File: config.mk
export PLATFORM = sky130hd
export DESIGN_NAME = tipi_bus_write_latch
export DESIGN_NICKNAME = d
export VERILOG_FILES = /design/src/rtl/tipi_regs_pkg.sv /design/src/rtl/tipi_bus_write_latch_sync_bus.sv /design/src/rtl/tipi_bus_write_latch.sv
export SDC_FILE = /design/constraint.sdc
export NUM_CORES = 1
export LEC_CHECK = 0
export ABC_CLOCK_PERIOD_IN_PS = 6250
export CORE_UTILIZATION = 45
export CTS_BUF_LIST = sky130_fd_sc_hd__clkbuf_4
export DETAILED_ROUTE_END_ITERATION = 6
export PLACE_DENSITY = 0.72
export SLEW_MARGIN = 20
export SYNTH_ARGS = -nofsm -noshare
export SYNTH_HDL_FRONTEND = slang
export SYNTH_SLANG_ARGS = --single-unit
File: constraint.sdc
create_clock -name clk -period 6.25 [get_ports clk]
set_input_delay 1.25 -clock clk [delete_from_list [all_inputs] [get_ports clk]]
set_output_delay 1.25 -clock clk [all_outputs]
set_load 0.005 [all_outputs]
File: src/rtl/tipi_regs_pkg.sv
// tipi_regs_pkg: shared constants, FSM state type and select-decode helper
// for the TI-bus write latch.
//   NUM_REGS        number of latched registers (a..d)
//   REG_A..REG_D    bit/array index of each register in select, wr, pending
//   wr_state_t      write-capture FSM states
//   count_sel()     number of asserted select bits
package tipi_regs_pkg;

  localparam int unsigned NUM_REGS = 4;
  localparam int unsigned REG_A    = 0;
  localparam int unsigned REG_B    = 1;
  localparam int unsigned REG_C    = 2;
  localparam int unsigned REG_D    = 3;

  typedef enum logic [1:0] {
    IDLE,
    ACTIVE,
    COMMIT
  } wr_state_t;

  function automatic int unsigned count_sel(input logic [NUM_REGS-1:0] sel);
    int unsigned n;
    n = 0;
    for (int unsigned i = 0; i < NUM_REGS; i++) begin
      if (sel[i]) n++;
    end
    return n;
  endfunction

endpackage

File: src/rtl/tipi_bus_write_latch_sync_bus.sv
// sync_bus: N-bit, STAGES-deep flip-flop synchronizer. Every bit goes through
// the same number of stages so the bus stays mutually aligned.
//   clk, rst  clock and asynchronous active-high reset
//   d         asynchronous input bus
//   q         synchronized bus (loads RESET_VAL while in reset)
module sync_bus #(
  parameter int unsigned   N         = 1,
  parameter int unsigned   STAGES    = 2,
  parameter logic [N-1:0]  RESET_VAL = '0
) (
  input  logic         clk,
  input  logic         rst,
  input  logic [N-1:0] d,
  output logic [N-1:0] q
);

  logic [N-1:0] stage [STAGES];

  always_ff @(posedge clk or posedge rst) begin
    if (rst) begin
      for (int unsigned i = 0; i < STAGES; i++) stage[i] <= RESET_VAL;
    end else begin
      stage[0] <= d;
      for (int unsigned i = 1; i < STAGES; i++) stage[i] <= stage[i-1];
    end
  end

  assign q = stage[STAGES-1];

endmodule

File: src/rtl/tipi_bus_write_latch.sv
// tipi_bus_write_latch: captures TI-99/4A CPU writes into four registers and
// raises sticky per-register pending flags for the Pi side.
//   clk, reset              clock, asynchronous active-high reset
//   we_n                    TI write strobe (active-low, asynchronous)
//   a_addr..d_addr          decoded register selects (asynchronous)
//   din                     TI data bus (asynchronous)
//   a_q..d_q                latched register contents
//   wr[3:0]                 one-cycle commit pulse per register (bit0 = a)
//   pending[3:0]            written-not-yet-consumed flags
//   ack[3:0]                Pi-side consume, clears matching pending bit
//   err                     one-cycle pulse on a multi-select write
module tipi_bus_write_latch
  import tipi_regs_pkg::*;
#(
  parameter int unsigned WIDTH       = 8,
  parameter int unsigned SYNC_STAGES = 2
) (
  input  logic             clk,
  input  logic             reset,
  input  logic             we_n,
  input  logic             a_addr,
  input  logic             b_addr,
  input  logic             c_addr,
  input  logic             d_addr,
  input  logic [WIDTH-1:0] din,
  output logic [WIDTH-1:0] a_q,
  output logic [WIDTH-1:0] b_q,
  output logic [WIDTH-1:0] c_q,
  output logic [WIDTH-1:0] d_q,
  output logic [3:0]       wr,
  output logic [3:0]       pending,
  input  logic [3:0]       ack,
  output logic             err
);

  localparam int unsigned BUS_W = WIDTH + NUM_REGS + 1;

  logic [BUS_W-1:0]    sync_q;
  logic                we_s;
  logic [NUM_REGS-1:0] sel_s;
  logic [WIDTH-1:0]    din_s;

  // Strobe idles high, so its synchronizer bit resets to 1.
  sync_bus #(
    .N         (BUS_W),
    .STAGES    (SYNC_STAGES),
    .RESET_VAL ({1'b1, {(BUS_W-1){1'b0}}})
  ) u_sync (
    .clk (clk),
    .rst (reset),
    .d   ({we_n, d_addr, c_addr, b_addr, a_addr, din}),
    .q   (sync_q)
  );

  assign {we_s, sel_s, din_s} = sync_q;

  wr_state_t           state;
  logic [NUM_REGS-1:0] hold_sel;
  logic [WIDTH-1:0]    hold_data;
  logic [WIDTH-1:0]    regs [NUM_REGS];

  always_ff @(posedge clk or posedge reset) begin
    if (reset) begin
      state     <= IDLE;
      hold_sel  <= '0;
      hold_data <= '0;
      for (int unsigned i = 0; i < NUM_REGS; i++) regs[i] <= '0;
      wr        <= '0;
      pending   <= '0;
      err       <= 1'b0;
    end else begin
      wr      <= '0;
      err     <= 1'b0;
      pending <= pending & ~ack;
      case (state)
        IDLE: begin
          if (!we_s) state <= ACTIVE;
        end
        ACTIVE: begin
          // Keep overwriting so the commit uses the last sample before the rise.
          if (!we_s) begin
            hold_sel  <= sel_s;
            hold_data <= din_s;
          end else begin
            state <= COMMIT;
          end
        end
        COMMIT: begin
          state <= IDLE;
          if (count_sel(hold_sel) == 1) begin
            for (int unsigned i = 0; i < NUM_REGS; i++) begin
              if (hold_sel[i]) regs[i] <= hold_data;
            end
            wr      <= hold_sel;
            // Set wins over a simultaneous ack on the same bit.
            pending <= (pending & ~ack) | hold_sel;
          end else if (count_sel(hold_sel) > 1) begin
            err <= 1'b1;
          end
        end
        default: state <= IDLE;
      endcase
    end
  end

  assign a_q = regs[REG_A];
  assign b_q = regs[REG_B];
  assign c_q = regs[REG_C];
  assign d_q = regs[REG_D];

endmodule

==> results of run 1 <==
per-layer routing:
layer  track usage, %  part of all wire [%]
met5                0                     0
met4             7.50                   1.3
met3             5.56                   4.1
met2             24.1                    49
met1             21.6                    45
state kept, by name, summed over array words and instances (netlist names):
name          count
hold_data         8
state             2
a_q               8
d_q               8
c_q               8
hold_sel          4
pending           4
u_sync.q         13
wr                4
u_sync.stage     13
b_q               8
err               1
cells by family (layout without fill, tap and decap cells):
kind of cell	Yosys count	count (layout)	share of synthesized area (%)
compound gates	9	9	2.38
xor+xnor	2	2	1.10
fa+ha+maj	3	3	1.32
buf+inv	16	88	2.38
flops	81	81	71.5
mux	43	43	17.0
simple gates	19	19	4.28
power by group:
| part | internal [mW] | total, mW | switching (mW) |
|---|---|---|---|
| Clock | 0.168 | 0.345 | 0.177 |
| Combinational | 0.254 | 0.369 | 0.115 |
| Sequential | 0.636 | 0.710 | 0.0745 |
critical path, cell delays in order (launching register included):
cell	delay, ns
sky130_fd_sc_hd__dfrtp_1	0.40
sky130_fd_sc_hd__inv_1	0.07
sky130_fd_sc_hd__ha_1	0.34
sky130_fd_sc_hd__xor2_1	0.20
sky130_fd_sc_hd__ha_1	0.30
sky130_fd_sc_hd__and2_1	0.17
sky130_fd_sc_hd__a21oi_1	0.19
sky130_fd_sc_hd__nand4_1	0.56
sky130_fd_sc_hd__mux2_2	0.48
how the worst max path moves through the flow:
| stage | to | cells after the start | slack, ns |
|---|---|---|---|
| floorplan | a_q[0]$_DFFE_PP0P_ | 1 | 2.92 |
| global placement | d_q[6]$_DFFE_PP0P_ | 8 | 3.47 |
| detailed placement | d_q[0]$_DFFE_PP0P_ | 8 | 3.40 |
| CTS | d_q[6]$_DFFE_PP0P_ | 8 | 3.39 |
| global route | d_q[4]$_DFFE_PP0P_ | 8 | 3.18 |
| finish | d_q[6]$_DFFE_PP0P_ | 8 | 3.43 |
layout make-up:
cell class | instances | area (um^2) | share of cell area, %
sequential | 81 | 2030 | 55.2
multi-input combinational | 76 | 741 | 20.1
timing repair buffer | 60 | 602 | 16.4
tap | 75 | 93.8 | 2.55
clock inverter | 6 | 90.1 | 2.45
clock buffer | 10 | 75.1 | 2.04
inverter | 12 | 46.3 | 1.26
stage by stage:
stage / util [%] / total power [mW]
floorplan: - / 0.868
global placement: 58.6 / 1.08
detailed placement: 58.6 / 1.09
CTS: 61.3 / 1.44
global route: 61.4 / 1.50
finish: 61.4 / 1.42
layout by cell type (no fill, tap or decap), types with 2 or more instances in the layout:
cell / synthesis / layout
sky130_fd_sc_hd__clkbuf_4: 0 / 10
sky130_fd_sc_hd__nor2_1: 2 / 2
sky130_fd_sc_hd__clkdlybuf4s50_1: 0 / 59
sky130_fd_sc_hd__a21oi_1: 2 / 2
sky130_fd_sc_hd__nand4_1: 3 / 3
sky130_fd_sc_hd__ha_1: 3 / 3
sky130_fd_sc_hd__inv_2: 2 / 2
sky130_fd_sc_hd__o21ai_0: 6 / 6
sky130_fd_sc_hd__nand3_2: 3 / 3
sky130_fd_sc_hd__dfstp_2: 2 / 2
sky130_fd_sc_hd__inv_1: 10 / 9
sky130_fd_sc_hd__and2_1: 2 / 2
sky130_fd_sc_hd__bufinv_16: 0 / 2
sky130_fd_sc_hd__nand2b_1: 2 / 2
sky130_fd_sc_hd__nand2_1: 3 / 3
sky130_fd_sc_hd__mux2_2: 42 / 42
sky130_fd_sc_hd__dfrtp_1: 79 / 79
sky130_fd_sc_hd__clkinv_2: 0 / 2
==> flow_summary.html, run 1 <==
<table>
<tr><th>Metric</th><th>Value</th></tr>
<tr><th colspan="2">Status</th></tr>
<tr><td>Run status</td><td>finished, final reports clean</td></tr>
<tr><th colspan="2">Pwr</th></tr>
<tr><td>Peak VDD IR</td><td>0.254 mV</td></tr>
<tr><td>Leakage dissipation</td><td>around 1.7 nW</td></tr>
<tr><td>Power density relative to cell area</td><td>about 390 nW/um^2</td></tr>
<tr><th colspan="2">Yosys</th></tr>
<tr><td>Seq/Total Area, Yosys</td><td>a little under three quarters</td></tr>
<tr><td>Number of distinct library cell variants in the gate-level netlist after synthesis</td><td>24</td></tr>
<tr><td>Area share of the largest cell type after synthesis</td><td>between 60% and 70%</td></tr>
<tr><td>Post-synth top area cell</td><td>sky130_fd_sc_hd__dfrtp_1</td></tr>
<tr><td>Post-synth EDFFs</td><td>0</td></tr>
<tr><td>Share of flip-flops with an asynchronous set or reset after synthesis</td><td>100%</td></tr>
<tr><td>Net count after synthesis</td><td>around 200</td></tr>
<tr><td>Cell area after synthesis</td><td>2840 um^2</td></tr>
<tr><td>Leading post-synthesis cells by instance count</td><td>sky130_fd_sc_hd__dfrtp_1 (79), sky130_fd_sc_hd__mux2_2 (42), sky130_fd_sc_hd__inv_1 (10), sky130_fd_sc_hd__o21ai_0 (6)</td></tr>
<tr><td>Most common cell in the synthesized netlist</td><td>sky130_fd_sc_hd__dfrtp_1</td></tr>
<tr><td>Top_reg_cell synth</td><td>sky130_fd_sc_hd__dfrtp_1</td></tr>
<tr><td>Top cells by area, synth</td><td>sky130_fd_sc_hd__dfrtp_1 (70%), sky130_fd_sc_hd__mux2_2 (17%), sky130_fd_sc_hd__dfstp_2 (1.9%)</td></tr>
<tr><td>Average cell area after synthesis</td><td>~16 um^2</td></tr>
<tr><td>Count of yosys warnings during synthesis</td><td>0</td></tr>
<tr><td>Number of cells produced by synthesis</td><td>between 150 and 200</td></tr>
<tr><td>Count of state elements after synthesis</td><td>81</td></tr>
<tr><th colspan="2">Detailed routing</th></tr>
<tr><td>Total vias in the final route</td><td>1552</td></tr>
<tr><td>Starting DRT DRC Count</td><td>91</td></tr>
<tr><td>Routed wire length</td><td>4770 um</td></tr>
<tr><td>Antenna violation net count after detailed routing</td><td>0</td></tr>
<tr><td>Post-detailed-route DRC marker count</td><td>0</td></tr>
<tr><td>Iteration count of the initial detailed-routing pass</td><td>4</td></tr>
<tr><td>Vias per cell</td><td>slightly below 5</td></tr>
<tr><td>Wirelength per Cell</td><td>around 15 um</td></tr>
<tr><th colspan="2">Final layout</th></tr>
<tr><td>Non-filler instance count after layout</td><td>320</td></tr>
<tr><td>Number of nets in the layout</td><td>262</td></tr>
<tr><td>Area growth, synth to finish</td><td>29.6%</td></tr>
<tr><td>Filler cells</td><td>458</td></tr>
<tr><td>Design Area, Final</td><td>3680 um^2</td></tr>
<tr><td>Share of layout cells above drive strength 1</td><td>about 28%</td></tr>
<tr><td>Number of diodes added for antenna fixing</td><td>0</td></tr>
<tr><th colspan="2">Clocking</th></tr>
<tr><td>Number of gates resized after cts</td><td>0</td></tr>
<tr><td>Total of hold buffers inserted after clock tree synthesis</td><td>0</td></tr>
<tr><td>Post-CTS clock slew at the launch and capture registers of the worst setup and hold paths</td><td>roughly 0.12 ns</td></tr>
<tr><td># H-tree levels</td><td>3</td></tr>
<tr><td>Worst-skew pair later-pin latency</td><td>approximately 0.42 ns</td></tr>
<tr><td>Total clock buffers created by CTS</td><td>9</td></tr>
<tr><td>Root buf cell</td><td>sky130_fd_sc_hd__clkbuf_4</td></tr>
<tr><td>Number of sinks handled by clock tree synthesis</td><td>about 80</td></tr>
<tr><td>Max Buffers Root-to-Sink</td><td>2</td></tr>
<tr><td>Number of post-CTS setup repair buffers</td><td>0</td></tr>
<tr><td>CTS tree</td><td>yes</td></tr>
<tr><th colspan="2">Floorplan</th></tr>
<tr><td>FP Rows</td><td>28</td></tr>
<tr><td>Effective utilization at floorplan</td><td>47.4%</td></tr>
<tr><td>Die Width</td><td>between 80 and 90 um</td></tr>
<tr><td>Ports</td><td>60</td></tr>
<tr><td>Placeable core region</td><td>between 5000 and 6000 um^2</td></tr>
<tr><td>Floorplan die height</td><td>81.4 um</td></tr>
<tr><td>Die Outline Area</td><td>6630 um^2</td></tr>
<tr><th colspan="2">STA</th></tr>
<tr><td>Slew HR</td><td>between 50% and 60%</td></tr>
<tr><td>Worst hold margin</td><td>~0.36 ns</td></tr>
<tr><td>Minimum clock period</td><td>about 2.8 ns</td></tr>
<tr><td>Setup TNS Final</td><td>0 ns</td></tr>
<tr><td>Highest Clock Rate</td><td>approximately 350 MHz</td></tr>
<tr><td>Setup WS post-layout</td><td>3.43 ns</td></tr>
<tr><td>Setup violators final</td><td>0</td></tr>
<tr><td>Final worst-path cycle share</td><td>a little under half</td></tr>
<tr><td>Worst Clk Skew</td><td>0.0160 ns</td></tr>
<tr><td>Hold violation count in the final report</td><td>0</td></tr>
<tr><td>RSZ-0062 raised after global routing</td><td>no</td></tr>
<tr><td>Worst slew pin tran</td><td>between 0.7 and 0.8 ns</td></tr>
<tr><td>Pins over their slew limit</td><td>0</td></tr>
<tr><th colspan="2">Setup path</th></tr>
<tr><td>Critical path start-end classification</td><td>reg2reg</td></tr>
<tr><td>Startpoint class of the critical path</td><td>flip-flop</td></tr>
<tr><td>Crit. End Element</td><td>flip-flop</td></tr>
<tr><td>WP data required</td><td>about 6.6 ns</td></tr>
<tr><td>Timing startpoint of the critical path</td><td>hold_sel[0]$_DFFE_PP0P_</td></tr>
<tr><td>Logic depth of the worst register-to-register path</td><td>8</td></tr>
<tr><td>Register-to-register setup slack</td><td>about 3.4 ns</td></tr>
<tr><td>CP arrival</td><td>roughly 3.1 ns</td></tr>
<tr><td>Crit path max fanout</td><td>10</td></tr>
<tr><td>Crit Reg-Reg Startpoint</td><td>hold_sel[0]$_DFFE_PP0P_</td></tr>
<tr><td>Critical R2R Capture</td><td>d_q[6]$_DFFE_PP0P_</td></tr>
<tr><th colspan="2">Hold path</th></tr>
<tr><td>Sink of the worst hold path</td><td>u_sync.q[10]$_DFF_PP0_</td></tr>
<tr><td>Path category of the worst min-delay check</td><td>reg2reg</td></tr>
<tr><td>Cell depth of the worst min-delay path</td><td>0</td></tr>
<tr><td>Hold path start</td><td>u_sync.stage[23]$_DFF_PP0_</td></tr>
<tr><th colspan="2">Place</th></tr>
<tr><td>Total instance count after detailed placement</td><td>between 300 and 400</td></tr>
<tr><td>Input/output buffers</td><td>roughly 60</td></tr>
<tr><td>Detailed Place HPWL</td><td>between 3000 and 4000 um</td></tr>
<tr><td>Cell area after placement</td><td>roughly 3500 um^2</td></tr>
<tr><td>Placer congestion estimate</td><td>0.691</td></tr>
<tr><td>Pre-CTS setup slack</td><td>roughly 3.4 ns</td></tr>
<tr><th colspan="2">Global routing</th></tr>
<tr><td>Wire length of the first global-routing pass</td><td>between 7000 and 8000 um</td></tr>
<tr><td>Via count of the first global-routing pass</td><td>about 1500</td></tr>
<tr><td>Maximum number of pins on one net before global-route repair</td><td>roughly 80</td></tr>
<tr><td>Number of antenna violations at the first check in global routing</td><td>0</td></tr>
<tr><td>GR Util All Layers</td><td>16.3%</td></tr>
<tr><td>Leftover overflow at the end of global routing</td><td>0</td></tr>
<tr><th colspan="2">Flow run</th></tr>
<tr><td># Max-Cap Violations</td><td>0</td></tr>
</table>
(Power assumes the default switching activity.)
==> run 2: changes to the inputs <==
--- a/config.mk
+++ b/config.mk
@@ -5,7 +5,7 @@
 export SDC_FILE = /design/constraint.sdc
 export NUM_CORES = 1
 export LEC_CHECK = 0
-export ABC_CLOCK_PERIOD_IN_PS = 6250
+export ABC_CLOCK_PERIOD_IN_PS = 2710
 export CORE_UTILIZATION = 45
 export CTS_BUF_LIST = sky130_fd_sc_hd__clkbuf_4
 export DETAILED_ROUTE_END_ITERATION = 6
==> constraint.sdc (replaced) <==
create_clock -name clk -period 2.71 [get_ports clk]
set_input_delay 0.542 -clock clk [delete_from_list [all_inputs] [get_ports clk]]
set_output_delay 0.542 -clock clk [all_outputs]
set_load 0.005 [all_outputs]
==> run 2 against run 1 <==
Against the previous run:
- worst setup slack got worse by 3.3 ns
- routed wire length increased by 6.4%
- worst hold slack got worse by 0.0013 ns
- critical path depth increased by 1
- combinational power increased by 140%
- critical endpoint is now c_q[4]$_DFFE_PP0P_
- global-route usage increased by 1.0 points
==> flow_summary.html, run 2 (same netlist as run 1, synthesis figures left out) <==
<table>
<tr><th>Metric</th><th>Value</th></tr>
<tr><th colspan="2">Pwr</th></tr>
<tr><td>Peak VDD IR</td><td>0.619 mV (was 0.254 mV)</td></tr>
<tr><td>Power density relative to cell area</td><td>859 nW/um^2 (was 387 nW/um^2)</td></tr>
<tr><td>Power Internal</td><td>2.36 mW (was 1.06 mW)</td></tr>
<tr><td>Clock network fraction of design power</td><td>21.1% (was 24.2%)</td></tr>
<tr><td>Power, Total</td><td>3.20 mW (was 1.42 mW)</td></tr>
<tr><td>Register share of total power</td><td>51.1% (was 49.9%)</td></tr>
<tr><td>Combinational power share</td><td>27.8% (was 25.9%)</td></tr>
<tr><td>Switching power total</td><td>0.845 mW (was 0.366 mW)</td></tr>
<tr><td>Switching part of the total</td><td>26.4% (was 25.7%)</td></tr>
<tr><td>Leakage dissipation</td><td>1.71 nW (was 1.69 nW)</td></tr>
<tr><th colspan="2">Detailed routing</th></tr>
<tr><td>Vias per cell</td><td>4.94 (was 4.85)</td></tr>
<tr><td>Routed wire length</td><td>5070 um (was 4770 um)</td></tr>
<tr><td>Total vias in the final route</td><td>1615 (was 1552)</td></tr>
<tr><td>Wirelength per Cell</td><td>15.5 um (was 14.9 um)</td></tr>
<tr><td>Post-detailed-route DRC marker count</td><td>0 (unchanged)</td></tr>
<tr><td>Starting DRT DRC Count</td><td>77 (was 91)</td></tr>
<tr><td>Iteration count of the initial detailed-routing pass</td><td>4 (unchanged)</td></tr>
<tr><td>Antenna violation net count after detailed routing</td><td>0 (unchanged)</td></tr>
<tr><th colspan="2">Final layout</th></tr>
<tr><td>Commonest cells after routing, fill and taps aside</td><td>sky130_fd_sc_hd__dfrtp_1 (79), sky130_fd_sc_hd__clkdlybuf4s50_1 (59), sky130_fd_sc_hd__mux2_2 (42) (unchanged)</td></tr>
<tr><td>Filler cells</td><td>447 (was 458)</td></tr>
<tr><td>Design Area, Final</td><td>3730 um^2 (was 3680 um^2)</td></tr>
<tr><td>Share of layout cells above drive strength 1</td><td>29.8% (was 27.8%)</td></tr>
<tr><td>Most common cell after layout, fill and taps aside</td><td>sky130_fd_sc_hd__dfrtp_1 (unchanged)</td></tr>
<tr><td>Number of diodes added for antenna fixing</td><td>0 (unchanged)</td></tr>
<tr><td>Post-Route Utilization</td><td>62.2% (was 61.4%)</td></tr>
<tr><td>Area growth, synth to finish</td><td>31.3% (was 29.6%)</td></tr>
<tr><td>Number of nets in the layout</td><td>269 (was 262)</td></tr>
<tr><th colspan="2">Hold path</th></tr>
<tr><td>Hold path start</td><td>u_sync.stage[24]$_DFF_PP0_ (was u_sync.stage[23]$_DFF_PP0_)</td></tr>
<tr><td>Sink of the worst hold path</td><td>u_sync.q[11]$_DFF_PP0_ (was u_sync.q[10]$_DFF_PP0_)</td></tr>
<tr><td>Path category of the worst min-delay check</td><td>reg2reg (unchanged)</td></tr>
<tr><td>Cell depth of the worst min-delay path</td><td>0 (unchanged)</td></tr>
<tr><th colspan="2">Floorplan</th></tr>
<tr><td>FP Rows</td><td>28 (unchanged)</td></tr>
<tr><td>Die Width</td><td>81.4 um (unchanged)</td></tr>
<tr><td>Placeable core region</td><td>5990 um^2 (unchanged)</td></tr>
<tr><td>Floorplan die height</td><td>81.4 um (unchanged)</td></tr>
<tr><td>Die Outline Area</td><td>6630 um^2 (unchanged)</td></tr>
<tr><td>Ports</td><td>60 (unchanged)</td></tr>
<tr><td>Effective utilization at floorplan</td><td>47.4% (unchanged)</td></tr>
<tr><th colspan="2">Clocking</th></tr>
<tr><td>Root buf cell</td><td>sky130_fd_sc_hd__clkbuf_4 (unchanged)</td></tr>
<tr><td># H-tree levels</td><td>3 (unchanged)</td></tr>
<tr><td>Max Buffers Root-to-Sink</td><td>2 (unchanged)</td></tr>
<tr><td>Post-CTS clock slew at the launch and capture registers of the worst setup and hold paths</td><td>0.12 ns (about the same)</td></tr>
<tr><td>Worst-skew pair later-pin latency</td><td>0.41 ns (was 0.42 ns)</td></tr>
<tr><td>CTS tree</td><td>yes (unchanged)</td></tr>
<tr><td>Total of hold buffers inserted after clock tree synthesis</td><td>0 (unchanged)</td></tr>
<tr><td>Number of sinks handled by clock tree synthesis</td><td>81 (unchanged)</td></tr>
<tr><td>Total clock buffers created by CTS</td><td>9 (unchanged)</td></tr>
<tr><th colspan="2">Place</th></tr>
<tr><td>Detailed Place HPWL</td><td>3450 um (was 3220 um)</td></tr>
<tr><td>Input/output buffers</td><td>59 (unchanged)</td></tr>
<tr><td>Placer congestion estimate</td><td>0.795 (was 0.691)</td></tr>
<tr><td>Cell area after placement</td><td>3560 um^2 (was 3510 um^2)</td></tr>
<tr><th colspan="2">Global routing</th></tr>
<tr><td>Wire length of the first global-routing pass</td><td>8170 um (was 7570 um)</td></tr>
<tr><td>Number of antenna violations at the first check in global routing</td><td>0 (unchanged)</td></tr>
<tr><td>GR Util met2</td><td>27.8% (was 24.1%)</td></tr>
<tr><td>Most Crowded Layer GR</td><td>met2 (unchanged)</td></tr>
<tr><td>Maximum number of pins on one net before global-route repair</td><td>48 (was 82)</td></tr>
<tr><td>Met1 Track Usage GR</td><td>21.3% (was 21.6%)</td></tr>
<tr><td>Via count of the first global-routing pass</td><td>1720 (was 1503)</td></tr>
<tr><td>GR Util All Layers</td><td>17.3% (was 16.3%)</td></tr>
<tr><td>GR met3 Demand/Resource</td><td>4.33% (was 5.56%)</td></tr>
<tr><td>Leftover overflow at the end of global routing</td><td>0 (unchanged)</td></tr>
<tr><th colspan="2">STA</th></tr>
<tr><td>Worst Clk Skew</td><td>0.0147 ns (was 0.0160 ns)</td></tr>
<tr><td>Slew HR</td><td>56.6% (was 52.3%)</td></tr>
<tr><td>Highest Clock Rate</td><td>385 MHz (was 355 MHz)</td></tr>
<tr><td>Pins over their slew limit</td><td>0 (unchanged)</td></tr>
<tr><td>Final worst-path cycle share</td><td>95.9% (was 45.1%)</td></tr>
<tr><td>Hold violation count in the final report</td><td>0 (unchanged)</td></tr>
<tr><td>Setup TNS Final</td><td>0 ns (unchanged)</td></tr>
<tr><td>Minimum clock period</td><td>2.60 ns (was 2.82 ns)</td></tr>
<tr><td>Worst slew pin tran</td><td>0.651 ns (was 0.716 ns)</td></tr>
<tr><td>Setup violators final</td><td>0 (unchanged)</td></tr>
<tr><th colspan="2">Setup path</th></tr>
<tr><td>Register-to-register setup slack</td><td>0.11 ns (was 3.43 ns)</td></tr>
<tr><td>Crit. End Element</td><td>flip-flop (unchanged)</td></tr>
<tr><td>CP arrival</td><td>2.89 ns (was 3.12 ns)</td></tr>
<tr><td>WP data required</td><td>3.00 ns (was 6.55 ns)</td></tr>
<tr><td>Crit path max fanout</td><td>7 (was 10)</td></tr>
<tr><td>Cell at the slowest stage of the critical path</td><td>sky130_fd_sc_hd__dfrtp_1 (was sky130_fd_sc_hd__nand4_1)</td></tr>
<tr><td>Logic depth of the worst register-to-register path</td><td>9 (was 8)</td></tr>
<tr><td>Crit-path cells</td><td>inv_1, ha_2, xor2_2, ha_1, and2_1, a2111oi_4, nand3_2, inv_4, mux2_2 (was inv_1, ha_1, xor2_1, ha_1, and2_1, a21oi_1, nand4_1, mux2_2)</td></tr>
<tr><td>Critical path start-end classification</td><td>reg2reg (unchanged)</td></tr>
<tr><td>Startpoint class of the critical path</td><td>flip-flop (unchanged)</td></tr>
<tr><td>Critical R2R Capture</td><td>c_q[4]$_DFFE_PP0P_ (was d_q[6]$_DFFE_PP0P_)</td></tr>
<tr><td>Crit Reg-Reg Startpoint</td><td>hold_sel[0]$_DFFE_PP0P_ (unchanged)</td></tr>
<tr><td>Critical path's largest stage delay</td><td>0.41 ns (was 0.56 ns)</td></tr>
<tr><th colspan="2">Flow run</th></tr>
<tr><td># Max-Cap Violations</td><td>0 (unchanged)</td></tr>
<tr><th colspan="2">Status</th></tr>
<tr><td>Run status</td><td>finished, final reports clean (unchanged)</td></tr>
</table>
==> run 2: cell count changes in the layout (fill, tap and decap cells not counted), sizes merged <==
cell    delta
buf        +7
bufinv     -1
clkinv     +2
inv        -1
==> run 2: repair_timing <==
item / CTS / global route
hold endpoints to repair: 0 / 0
setup buffers: 0 / 2
setup endpoints to repair: 0 / 17
gates resized for setup: 0 / 4
==> run 2: routing by layer <==
metal,up-vias,part of all wire [%]
li1,737,-
met1,831,44
met2,38,51
met3,9,3.5
met4,0,1.8
met5,-,0
==> run 2: final cells by class <==
type                            instances  area [um^2]  area share, %
Multi-Input combinational cell         76          758           20.3
Clock buffer                           10         75.1           2.01
Timing Repair Buffer                   67          663           17.8
Tap cell                               75         93.8           2.52
Clock inverter                          6         58.8           1.58
Inverter                               12         48.8           1.31
Sequential cell                        81         2030           54.4
==> run 2: how the worst max path moves through the flow <==
stage                            start                 end  cells after the start
2_1_floorplan                    reset  a_q[0]$_DFFE_PP0P_                      1
3_3_place_gp   hold_sel[0]$_DFFE_PP0P_  a_q[3]$_DFFE_PP0P_                      8
3_5_place_dp   hold_sel[1]$_DFFE_PP0P_  a_q[2]$_DFFE_PP0P_                      8
4_1_cts        hold_sel[0]$_DFFE_PP0P_  a_q[5]$_DFFE_PP0P_                      8
5_1_grt        hold_sel[0]$_DFFE_PP0P_  c_q[7]$_DFFE_PP0P_                      9
6_report       hold_sel[0]$_DFFE_PP0P_  c_q[4]$_DFFE_PP0P_                      9
==> run 2: through the flow <==
step | instances | hold slack [ns] | worst slack [ns]
floorplan | 173 | 0.331 | 0.0912
global placement | 309 | 0.332 | 0.124
detailed placement | 309 | 0.335 | 0.0627
CTS | 325 | 0.362 | 0.0296
global route | 327 | 0.379 | -0.00777
finish | 327 | 0.360 | 0.111
==> run 2: worst max-delay path: cells and delay by family (launching register included) <==
family	cells	cell delay [ns]
flops	1	0.41
mux	1	0.33
compound gates	1	0.37
simple gates	2	0.34
fa+ha+maj	2	0.62
xor+xnor	1	0.20
buf+inv	2	0.22
==> run 2: power groups by stage <==
stage	clock network [mW]	logic, mW	registers [mW]
floorplan	0	0.371	1.63
global placement	0	0.846	1.66
detailed placement	0	0.875	1.66
CTS	0.700	0.879	1.64
global route	0.749	0.968	1.67
finish	0.676	0.890	1.63
==> run 3: changes to the inputs <==
--- a/config.mk
+++ b/config.mk
@@ -6,11 +6,13 @@
 export NUM_CORES = 1
 export LEC_CHECK = 0
 export ABC_CLOCK_PERIOD_IN_PS = 2710
+export CORE_ASPECT_RATIO = 1.1
 export CORE_UTILIZATION = 45
 export CTS_BUF_LIST = sky130_fd_sc_hd__clkbuf_4
 export DETAILED_ROUTE_END_ITERATION = 6
-export PLACE_DENSITY = 0.72
+export PLACE_DENSITY = 0.71
 export SLEW_MARGIN = 20
 export SYNTH_ARGS = -nofsm -noshare
 export SYNTH_HDL_FRONTEND = slang
+export SYNTH_HIERARCHICAL = 1
 export SYNTH_SLANG_ARGS = --single-unit
==> run 3 against run 2 <==
Against the previous run:
- clock power increased by 26%
- synthesized cell count increased by 8.1%
- total power increased by 4.8%
- critical path depth unchanged
- routed wire length decreased by 5.8%
- flip-flop and latch count unchanged
- register-to-register slack improved by 0.04 ns
- maximum frequency increased by 1.7%
- global-route usage decreased by 1.7 points
- area after synthesis increased by 3.4%
- critical endpoint is now a_q[1]$_DFFE_PP0P_
==> flow_summary.html, run 3 <==
<table>
<tr><th>Metric</th><th>Value</th></tr>
<tr><th colspan="2">Final layout</th></tr>
<tr><td>Filler cells</td><td>513 (was 447)</td></tr>
<tr><td>Number of nets in the layout</td><td>271 (was 269)</td></tr>
<tr><td>Commonest cells after routing, fill and taps aside</td><td>sky130_fd_sc_hd__dfrtp_1 (79), sky130_fd_sc_hd__clkdlybuf4s50_1 (59), sky130_fd_sc_hd__mux2_2 (42) (unchanged)</td></tr>
<tr><td>Most common cell after layout, fill and taps aside</td><td>sky130_fd_sc_hd__dfrtp_1 (unchanged)</td></tr>
<tr><td>Design Area, Final</td><td>3770 um^2 (was 3730 um^2)</td></tr>
<tr><td>Area growth, synth to finish</td><td>28.5% (was 31.3%)</td></tr>
<tr><td>Non-filler instance count after layout</td><td>334 (was 327)</td></tr>
<tr><td>Post-Route Utilization</td><td>60.5% (was 62.2%)</td></tr>
<tr><td>Area taken by flip-flops and latches</td><td>2030 um^2 (unchanged)</td></tr>
<tr><td>Area used by multi-input combinational logic</td><td>751 um^2 (was 758 um^2)</td></tr>
<tr><td>Share of layout cells above drive strength 1</td><td>30.3% (was 29.8%)</td></tr>
<tr><td>Number of diodes added for antenna fixing</td><td>0 (unchanged)</td></tr>
<tr><th colspan="2">Status</th></tr>
<tr><td>Run status</td><td>finished, final reports clean (unchanged)</td></tr>
<tr><th colspan="2">Floorplan</th></tr>
<tr><td>FP Rows</td><td>30 (was 28)</td></tr>
<tr><td>Die Outline Area</td><td>6850 um^2 (was 6630 um^2)</td></tr>
<tr><td>Die Width</td><td>79.0 um (was 81.4 um)</td></tr>
<tr><td>Ports</td><td>60 (unchanged)</td></tr>
<tr><td>Placeable core region</td><td>6230 um^2 (was 5990 um^2)</td></tr>
<tr><td>Effective utilization at floorplan</td><td>47.1% (was 47.4%)</td></tr>
<tr><td>Floorplan die height</td><td>86.7 um (was 81.4 um)</td></tr>
<tr><th colspan="2">Clocking</th></tr>
<tr><td># H-tree levels</td><td>3 (unchanged)</td></tr>
<tr><td>Max Buffers Root-to-Sink</td><td>2 (unchanged)</td></tr>
<tr><td>Worst-skew pair later-pin latency</td><td>0.41 ns (about the same)</td></tr>
<tr><td>Number of sinks handled by clock tree synthesis</td><td>81 (unchanged)</td></tr>
<tr><td>Post-CTS clock slew at the launch and capture registers of the worst setup and hold paths</td><td>0.11 ns (was 0.12 ns)</td></tr>
<tr><td>Total of hold buffers inserted after clock tree synthesis</td><td>0 (unchanged)</td></tr>
<tr><td>Root buf cell</td><td>sky130_fd_sc_hd__clkbuf_4 (unchanged)</td></tr>
<tr><td>CTS tree</td><td>yes (unchanged)</td></tr>
<tr><td>Total clock buffers created by CTS</td><td>9 (unchanged)</td></tr>
<tr><th colspan="2">Yosys</th></tr>
<tr><td>Cell area after synthesis</td><td>2940 um^2 (was 2840 um^2)</td></tr>
<tr><td>Leading post-synthesis cells by instance count</td><td>sky130_fd_sc_hd__dfrtp_1 (79), sky130_fd_sc_hd__mux2_2 (42), sky130_fd_sc_hd__buf_4 (14), sky130_fd_sc_hd__inv_1 (10), sky130_fd_sc_hd__o21ai_0 (6) (was sky130_fd_sc_hd__dfrtp_1 (79), sky130_fd_sc_hd__mux2_2 (42), sky130_fd_sc_hd__inv_1 (10), sky130_fd_sc_hd__o21ai_0 (6))</td></tr>
<tr><td>Area share of the largest cell type after synthesis</td><td>67.3% (was 69.7%)</td></tr>
<tr><td>Count of state elements after synthesis</td><td>81 (unchanged)</td></tr>
<tr><td>Top_reg_cell synth</td><td>sky130_fd_sc_hd__dfrtp_1 (unchanged)</td></tr>
<tr><td>Top cells by area, synth</td><td>sky130_fd_sc_hd__dfrtp_1 (67%), sky130_fd_sc_hd__mux2_2 (16%), sky130_fd_sc_hd__buf_4 (3.6%) (was sky130_fd_sc_hd__dfrtp_1 (70%), sky130_fd_sc_hd__mux2_2 (17%), sky130_fd_sc_hd__dfstp_2 (1.9%))</td></tr>
<tr><td>Post-synth top area cell</td><td>sky130_fd_sc_hd__dfrtp_1 (unchanged)</td></tr>
<tr><td>Net count after synthesis</td><td>209 (was 195)</td></tr>
<tr><td>Post-synth EDFFs</td><td>0 (unchanged)</td></tr>
<tr><td>Share of flip-flops with an asynchronous set or reset after synthesis</td><td>100% (unchanged)</td></tr>
<tr><td>Count of yosys warnings during synthesis</td><td>6 (was 0)</td></tr>
<tr><td>Number of distinct library cell variants in the gate-level netlist after synthesis</td><td>24 (unchanged)</td></tr>
<tr><td>Seq/Total Area, Yosys</td><td>69.1% (was 71.5%)</td></tr>
<tr><td>Number of cells produced by synthesis</td><td>187 (was 173)</td></tr>
<tr><td>Average cell area after synthesis</td><td>15.7 um^2 (was 16.4 um^2)</td></tr>
<tr><td>Most common cell in the synthesized netlist</td><td>sky130_fd_sc_hd__dfrtp_1 (unchanged)</td></tr>
<tr><th colspan="2">Place</th></tr>
<tr><td>Input/output buffers</td><td>59 (unchanged)</td></tr>
<tr><td>Cell area after placement</td><td>3550 um^2 (was 3560 um^2)</td></tr>
<tr><td>Total instance count after detailed placement</td><td>315 (was 309)</td></tr>
<tr><td>Placer congestion estimate</td><td>0.738 (was 0.795)</td></tr>
<tr><td>Detailed Place HPWL</td><td>3420 um (was 3450 um)</td></tr>
<tr><th colspan="2">Setup path</th></tr>
<tr><td>Cell at the slowest stage of the critical path</td><td>sky130_fd_sc_hd__dfrtp_1 (unchanged)</td></tr>
<tr><td>Count of buffering cells on the critical path with inverters included</td><td>2 (unchanged)</td></tr>
<tr><td>Critical path start-end classification</td><td>reg2reg (unchanged)</td></tr>
<tr><td>Crit. End Element</td><td>flip-flop (unchanged)</td></tr>
<tr><td>WP data required</td><td>3.01 ns (was 3.00 ns)</td></tr>
<tr><td>Critical path's largest stage delay</td><td>0.42 ns (was 0.41 ns)</td></tr>
<tr><td>Startpoint class of the critical path</td><td>flip-flop (unchanged)</td></tr>
<tr><td>Crit-path cells</td><td>inv_1, ha_2, xor2_2, ha_1, and2_1, a2111oi_4, nand3_2, buf_4, mux2_2 (was inv_1, ha_2, xor2_2, ha_1, and2_1, a2111oi_4, nand3_2, inv_4, mux2_2)</td></tr>
<tr><td>Kind of cell with the highest combined delay on the critical path</td><td>adder cells (unchanged)</td></tr>
<tr><td>CP arrival</td><td>2.85 ns (was 2.89 ns)</td></tr>
<tr><td>Crit path max fanout</td><td>6 (was 7)</td></tr>
<tr><th colspan="2">STA</th></tr>
<tr><td>RSZ-0062 raised after global routing</td><td>no</td></tr>
<tr><td>Minimum clock period</td><td>2.56 ns (was 2.60 ns)</td></tr>
<tr><td>Slew HR</td><td>58.6% (was 56.6%)</td></tr>
<tr><td>Final worst-path cycle share</td><td>94.3% (was 95.9%)</td></tr>
<tr><td>Highest Clock Rate</td><td>391 MHz (was 385 MHz)</td></tr>
<tr><td>Setup TNS Final</td><td>0 ns (unchanged)</td></tr>
<tr><td>Setup violators final</td><td>0 (unchanged)</td></tr>
<tr><td>Worst slew pin tran</td><td>0.620 ns (was 0.651 ns)</td></tr>
<tr><td>Hold violation count in the final report</td><td>0 (unchanged)</td></tr>
<tr><td>Worst hold margin</td><td>0.358 ns (was 0.360 ns)</td></tr>
<tr><td>Worst Clk Skew</td><td>0.0155 ns (was 0.0147 ns)</td></tr>
<tr><td>Pins over their slew limit</td><td>0 (unchanged)</td></tr>
<tr><th colspan="2">Global routing</th></tr>
<tr><td>GR Util All Layers</td><td>15.6% (was 17.3%)</td></tr>
<tr><td>Number of antenna violations at the first check in global routing</td><td>0 (unchanged)</td></tr>
<tr><td>Maximum number of pins on one net before global-route repair</td><td>32 (was 48)</td></tr>
<tr><td>Leftover overflow at the end of global routing</td><td>0 (unchanged)</td></tr>
<tr><td>Wire length of the first global-routing pass</td><td>7880 um (was 8170 um)</td></tr>
<tr><td>Via count of the first global-routing pass</td><td>1540 (was 1720)</td></tr>
<tr><th colspan="2">Detailed routing</th></tr>
<tr><td>Met1 Wirelength</td><td>2210 um (was 2230 um)</td></tr>
<tr><td>Total vias in the final route</td><td>1581 (was 1615)</td></tr>
<tr><td>Post-detailed-route DRC marker count</td><td>0 (unchanged)</td></tr>
<tr><td>Antenna violation net count after detailed routing</td><td>0 (unchanged)</td></tr>
<tr><td>Iteration count of the initial detailed-routing pass</td><td>4 (unchanged)</td></tr>
<tr><td>Vias per cell</td><td>4.73 (was 4.94)</td></tr>
<tr><td>Met2 layer wire length in the routed design</td><td>2280 um (was 2570 um)</td></tr>
<tr><td>Routed met3 length</td><td>199 um (was 179 um)</td></tr>
<tr><td>Top layer reached by signal wires</td><td>met4 (unchanged)</td></tr>
<tr><td>Routed wire length</td><td>4780 um (was 5070 um)</td></tr>
<tr><td>Wirelength per Cell</td><td>14.3 um (was 15.5 um)</td></tr>
<tr><td>Starting DRT DRC Count</td><td>54 (was 77)</td></tr>
<tr><th colspan="2">Hold path</th></tr>
<tr><td>Path category of the worst min-delay check</td><td>reg2reg (unchanged)</td></tr>
<tr><th colspan="2">Pwr</th></tr>
<tr><td>Peak VDD IR</td><td>0.395 mV (was 0.619 mV)</td></tr>
<tr><td>Leakage dissipation</td><td>1.73 nW (was 1.71 nW)</td></tr>
<tr><td>Power density relative to cell area</td><td>890 nW/um^2 (was 859 nW/um^2)</td></tr>
<tr><th colspan="2">Flow run</th></tr>
<tr><td># Max-Cap Violations</td><td>0 (unchanged)</td></tr>
</table>
[run 3: cell types whose count changed in the layout (fill, tap and decap cells not counted), moves of 2 or more]
cell,change
sky130_fd_sc_hd__bufinv_16,+2
sky130_fd_sc_hd__clkinv_2,-2
sky130_fd_sc_hd__buf_4,+2
sky130_fd_sc_hd__inv_2,+2
[run 3: through the flow]
| step | worst slack, ns | power, mW |
|---|---|---|
| 3_5_place_dp | 0.0393 | 2.53 |
| 2_1_floorplan | 0.219 | 2.01 |
| 4_1_cts | 0.0237 | 3.39 |
| 5_1_grt | 0.0196 | 3.55 |
| 3_3_place_gp | 0.115 | 2.50 |
| 6_report | 0.153 | 3.35 |
[run 3: kinds of logic (layout without fill, tap and decap cells)]
family | after synthesis | after routing | synth area share, %
XOR/XNOR | 2 | 2 | 1.07
AO/OA/AOI/OAI | 9 | 9 | 2.30
buffers and inverters | 30 | 97 | 5.63
multiplexers | 43 | 43 | 16.5
adder cells (fa/ha/maj) | 3 | 3 | 1.28
AND/OR/NAND/NOR | 19 | 19 | 4.14
flip-flops | 81 | 81 | 69.1
[run 3: final timing paths]
check	slack (ns)	cells past startpoint	startpoint	to
max	0.15	9	hold_sel[0]$_DFFE_PP0P_	a_q[1]$_DFFE_PP0P_
min reg2reg	0.36	0	u_sync/stage[16]$_DFF_PP0_	u_sync/q[3]$_DFF_PP0_
max in group asynchronous	1.50	3	reset	a_q[6]$_DFFE_PP0P_
max reg2reg	0.15	9	hold_sel[0]$_DFFE_PP0P_	a_q[1]$_DFFE_PP0P_
min	0.36	0	u_sync/stage[16]$_DFF_PP0_	u_sync/q[3]$_DFF_PP0_
min in group asynchronous	0.52	3	reset	u_sync/q[1]$_DFF_PP0_
[run 3: cell type report]
type                       count  share of cell area [%]
sequential                    81                    53.8
multi-input combinational     76                    19.9
timing repair buffer          68                    17.5
clock inverter                 6                    2.82
tap                           80                    2.65
clock buffer                  10                    1.99
inverter                      13                    1.36
[run 3: where the power goes]
part	leakage [nW]	total [mW]	internal (mW)	switching, mW
combinational	0.618	0.860	0.594	0.266
sequential	1.02	1.64	1.47	0.177
clock	0.0957	0.851	0.474	0.378
[run 3: what timing repair did]
item,4_1_cts,5_1_grt
endpoints found under the setup margin,0,19
resized for setup,0,3
setup buffers,0,3
[run 3: layer usage]
| metal | GRT usage [%] | vias up |
|---|---|---|
| li1 | - | 742 |
| met1 | 21.7 | 782 |
| met2 | 23.1 | 50 |
| met3 | 3.89 | 7 |
| met4 | 7.44 | 0 |
| met5 | 0 | - |
